--- src/rtl/jt12_pg_enc.sv ---
// jt12_pg_enc: inverse of the PG block/fnum expansion; normalises a 17-bit phase
// increment into {block, fnum, keycode} by shifting one bit per enabled cycle.
module jt12_pg_enc (
  input  logic        clk,
  input  logic        rst_n,
  input  logic        clk_en,
  input  logic        in_valid,
  output logic        in_ready,
  input  logic [16:0] phinc_in,
  output logic        out_valid,
  input  logic        out_ready,
  output logic [10:0] fnum,
  output logic [2:0]  block,
  output logic [4:0]  keycode,
  output logic        exact
);
  typedef enum logic [1:0] {IDLE, NORM, DONE} state_t;
  state_t      state;
  logic [17:0] x;
  logic [2:0]  blk;
  logic        sticky;
  assign in_ready = state == IDLE;
  always_ff @(posedge clk or negedge rst_n)
    if (!rst_n) begin
      state     <= IDLE;
      x         <= '0;
      blk       <= '0;
      sticky    <= 1'b0;
      out_valid <= 1'b0;
      fnum      <= '0;
      block     <= '0;
      keycode   <= '0;
      exact     <= 1'b0;
    end else if (clk_en)
      case (state)
        IDLE: if (in_valid) begin
          state  <= NORM;
          x      <= {phinc_in, 1'b0};
          blk    <= '0;
          sticky <= 1'b0;
        end
        NORM: if (|x[17:11]) begin
          x      <= x >> 1;
          blk    <= blk + 3'd1;
          sticky <= sticky | x[0];
        end else begin
          fnum      <= x[10:0];
          block     <= blk;
          keycode   <= {blk, x[10], x[10] ? |x[9:7] : &x[9:7]};
          exact     <= ~sticky;
          out_valid <= 1'b1;
          state     <= DONE;
        end
        DONE: if (out_ready) begin
          out_valid <= 1'b0;
          state     <= IDLE;
        end
        default: state <= IDLE;
      endcase
endmodule

--- config.mk ---
export PLATFORM = sky130hd
export DESIGN_NAME = jt12_pg_enc
export DESIGN_NICKNAME = d
export VERILOG_FILES = /design/src/rtl/jt12_pg_enc.sv
export SDC_FILE = /design/constraint.sdc
export NUM_CORES = 1
export LEC_CHECK = 0
export ABC_AREA = 0
export BUFFER_PORTS_ARGS = -buffer_cell sky130_fd_sc_hd__buf_4
export CAP_MARGIN = 5
export CORE_ASPECT_RATIO = 0.6
export CORE_MARGIN = 3
export CORE_UTILIZATION = 30
export CTS_CLUSTER_SIZE = 28
export DETAILED_ROUTE_END_ITERATION = 12
export GPL_ROUTABILITY_DRIVEN = 0
export PLACE_DENSITY = 0.56
export SLEW_MARGIN = 25
export SYNTH_ARGS = -nofsm -noshare
export SYNTH_HDL_FRONTEND = slang
export SYNTH_SLANG_ARGS = --single-unit
--- constraint.sdc ---
create_clock -name clk -period 2 [get_ports clk]
set_input_delay 0.4 -clock clk [delete_from_list [all_inputs] [get_ports clk]]
set_output_delay 0.4 -clock clk [all_outputs]
set_load 0.005 [all_outputs]
==> run summary <==
P_sw: 954.4 µW
period utilisation layout: 89.34%
CTS Hold Bufs: 0
maximum root-to-sink buffer count: 2
vias in the first global route: 1281
Chip Width: 108.0 µm
first-pass GRT wire length: 6.437 mm
Crit. End Element: register
R2R depth: 5
maximum vdd drop: 0.5727 mV
worst endpoint data arrival time: 1960 ps
Slowest-stage cell, CP: dfrtp_1
Synth cell types: 25
dpl hpwl: 2.850 mm
Final #Nets: 203
post-placement cell area: 0.002247 mm²
Antenna Nets Post-Route: 0
I/O pin total: 44
Comb pwr share: 33.8%
Antenna Cells: 0
routed length per instance: 14.98 µm
Syn Area/Cell: 13.87 µm²
leakage: 1.135 nW
Synth Flop Type: dfrtp_1
status: finished, final reports clean
Num CTS Buffers: 5
Die Ht: 67.19 µm
delay of the slowest critical-path stage: 410 ps
# setup viols final: 0
crit-path leading delay family: simple AND/OR/NAND/NOR gates
Buffers on Ports: 43
P per Cell Area: 1388 mW/mm²
wirelength, routed: 3.909 mm
minimum clock period: 1787 ps
H-tree Lvls: 2
initial antenna violation count: 0
top post-synthesis cells by area: dfrtp_1, mux2_2, mux2_1
crit start category: register
r2r endpoint: x[14]
drt drc: 0
unrepaired setup endpoints after global routing: false
largest net degree at the start of global routing: 42
full die area: 0.007254 mm²
Synth area leader: dfrtp_1
Worst Tran Pin Value: 524.1 ps
Layout area overhead: 26.27%
drt first pass iters: 4
Fmax achieved: 559.6 MHz
routed vias/inst: 4.567
initial core utilization: 32.23%
max_cap viols: 0
count of final hold-check violations: 0
mapped cell area: 0.001872 mm²
CTS tree: yes
Int Pwr: 2.326 mW
CORE AREA: 0.005807 mm²
gr ovfl total: 0
EDFF count, synth: 0
Root Driver: clkbuf_8
Hold Path Class: in2async
clock skew: 12.33 ps
Post-Synthesis Net Count: 158
fin util: 40.70%
CP max FO: 14
clock group share of total power: 20.8%
Iteration-0 DRC Markers: 34
Flop pwr share: 45.4%
share of the synthesized area in the top cell type: 54.81%
# Post-CTS Setup Buffers: 0
vias: 1192
max-slew violations: 0
start-to-end type of the worst setup path: reg2reg
yosys warns: 0
critical path data required time: 2180 ps
worst path bufs/invs: 1
post-cts gate resize count: 0
sequential share of the synthesized area: 54.81%
Global Route Usage Sum: 11.55%
sw frac: 29.09%
asr flop ratio synth: 100.0%
CTS Sinks: 41
Post-Syn Instances: 135
number of synthesized register bits: 41
setup slack, reg-to-reg: 210 ps
setup_tns: 0 ps
clk_lat worst skew: 290 ps
layout cells sized above 1: 54.70%
worst r2r src: x[14]
clock-pin transition on the worst setup and hold timing paths: 80 ps
Slew HR: 65.06%
fin area: 0.002364 mm²
Row Count: 21
CP cell instances: nor3_1, nand3_1, o2111ai_2, buf_4, mux2_2
[power by group through the flow]
stage	clock network (mW)	registers, mW	logic, mW
CTS	0.702	1.49	1.14
floorplan	0	1.43	0.732
finish	0.682	1.49	1.11
global route	0.744	1.55	1.24
global placement	0	1.48	1.10
detailed placement	0	1.51	1.13
[flip-flops by register name, indices dropped and copies added, names as in the netlist]
name,flops
blk,3
block,3
exact,1
fnum,10
keycode,2
out_valid,1
state,2
sticky,1
x,18
[per-layer routing]
| metal | share of wire [%] | GRT usage [%] | vias to the layer above |
|---|---|---|---|
| li1 | - | - | 573 |
| met3 | 8.1 | 4.871 | 2 |
| met2 | 41 | 16.02 | 35 |
| met5 | 0 | 0 | - |
| met4 | 0.26 | 2.835 | 0 |
| met1 | 51 | 16.56 | 582 |
[layout by cell type, fill, tap and decap left out, drive strengths merged, types with 2 or more instances in the layout]
cell and count:
nand2 6, buf 48, clkbuf 7, inv 4, a21oi 2, o21ai 4
nand3 2, dfrtp 41, a22o 3, mux2 47, nor2b 3, nor2 2
[synthesized netlist by cell type, types with 2 or more instances]
master	count
nand3_1	2
mux2_2	42
buf_2	2
nor2_1	2
nor2b_1	3
mux2_1	5
a21oi_1	2
nand2_1	6
a22o_1	3
dfrtp_1	41
buf_4	4
buf_6	4
o21ai_0	4
inv_1	4
[worst max path at each step]
| stage | cells after the start | start | slack (ps) | end |
|---|---|---|---|---|
| final | 5 | x[14] | 210 | x[14] |
| after floorplan | 5 | x[12] | 380 | x[10] |
| after global routing | 5 | x[12] | 120 | x[14] |
| after CTS | 5 | x[14] | 210 | x[14] |
| after global placement | 5 | x[14] | 270 | x[12] |
| after detailed placement | 5 | x[14] | 220 | x[14] |
[metrics by stage]
step	std cells	hold WS (ps)	total power [mW]	setup slack, ps
floorplan	135	104.4	2.166	378.1
global placement	253	403.7	2.582	268.9
detailed placement	253	418.1	2.636	221.2
CTS	261	101.7	3.330	208.6
global route	261	116.0	3.535	116.5
finish	261	69.82	3.281	213.1
[kinds of logic (layout without fill, tap and decap cells)]
group	Yosys count	after routing	share of synthesized area [%]
multiplexers	47	47	28.27
AND/OR/NAND/NOR	18	18	5.281
AO/OA/AOI/OAI	14	14	5.615
adder cells (fa/ha/maj)	1	1	0.6683
buffers and inverters	14	60	5.347
flip-flops	41	41	54.81
[area by class of cell]
class                           count  area (µm²)
Timing Repair Buffer               48       360.3
Clock buffer                        7       86.33
Inverter                            4       15.01
Tap cell                           80       100.1
Clock inverter                      1       30.03
Sequential cell                    41        1026
Multi-Input combinational cell     80       745.7
Fill cell                         554        3443
No activity file was read; power rests on OpenSTA's default activity.
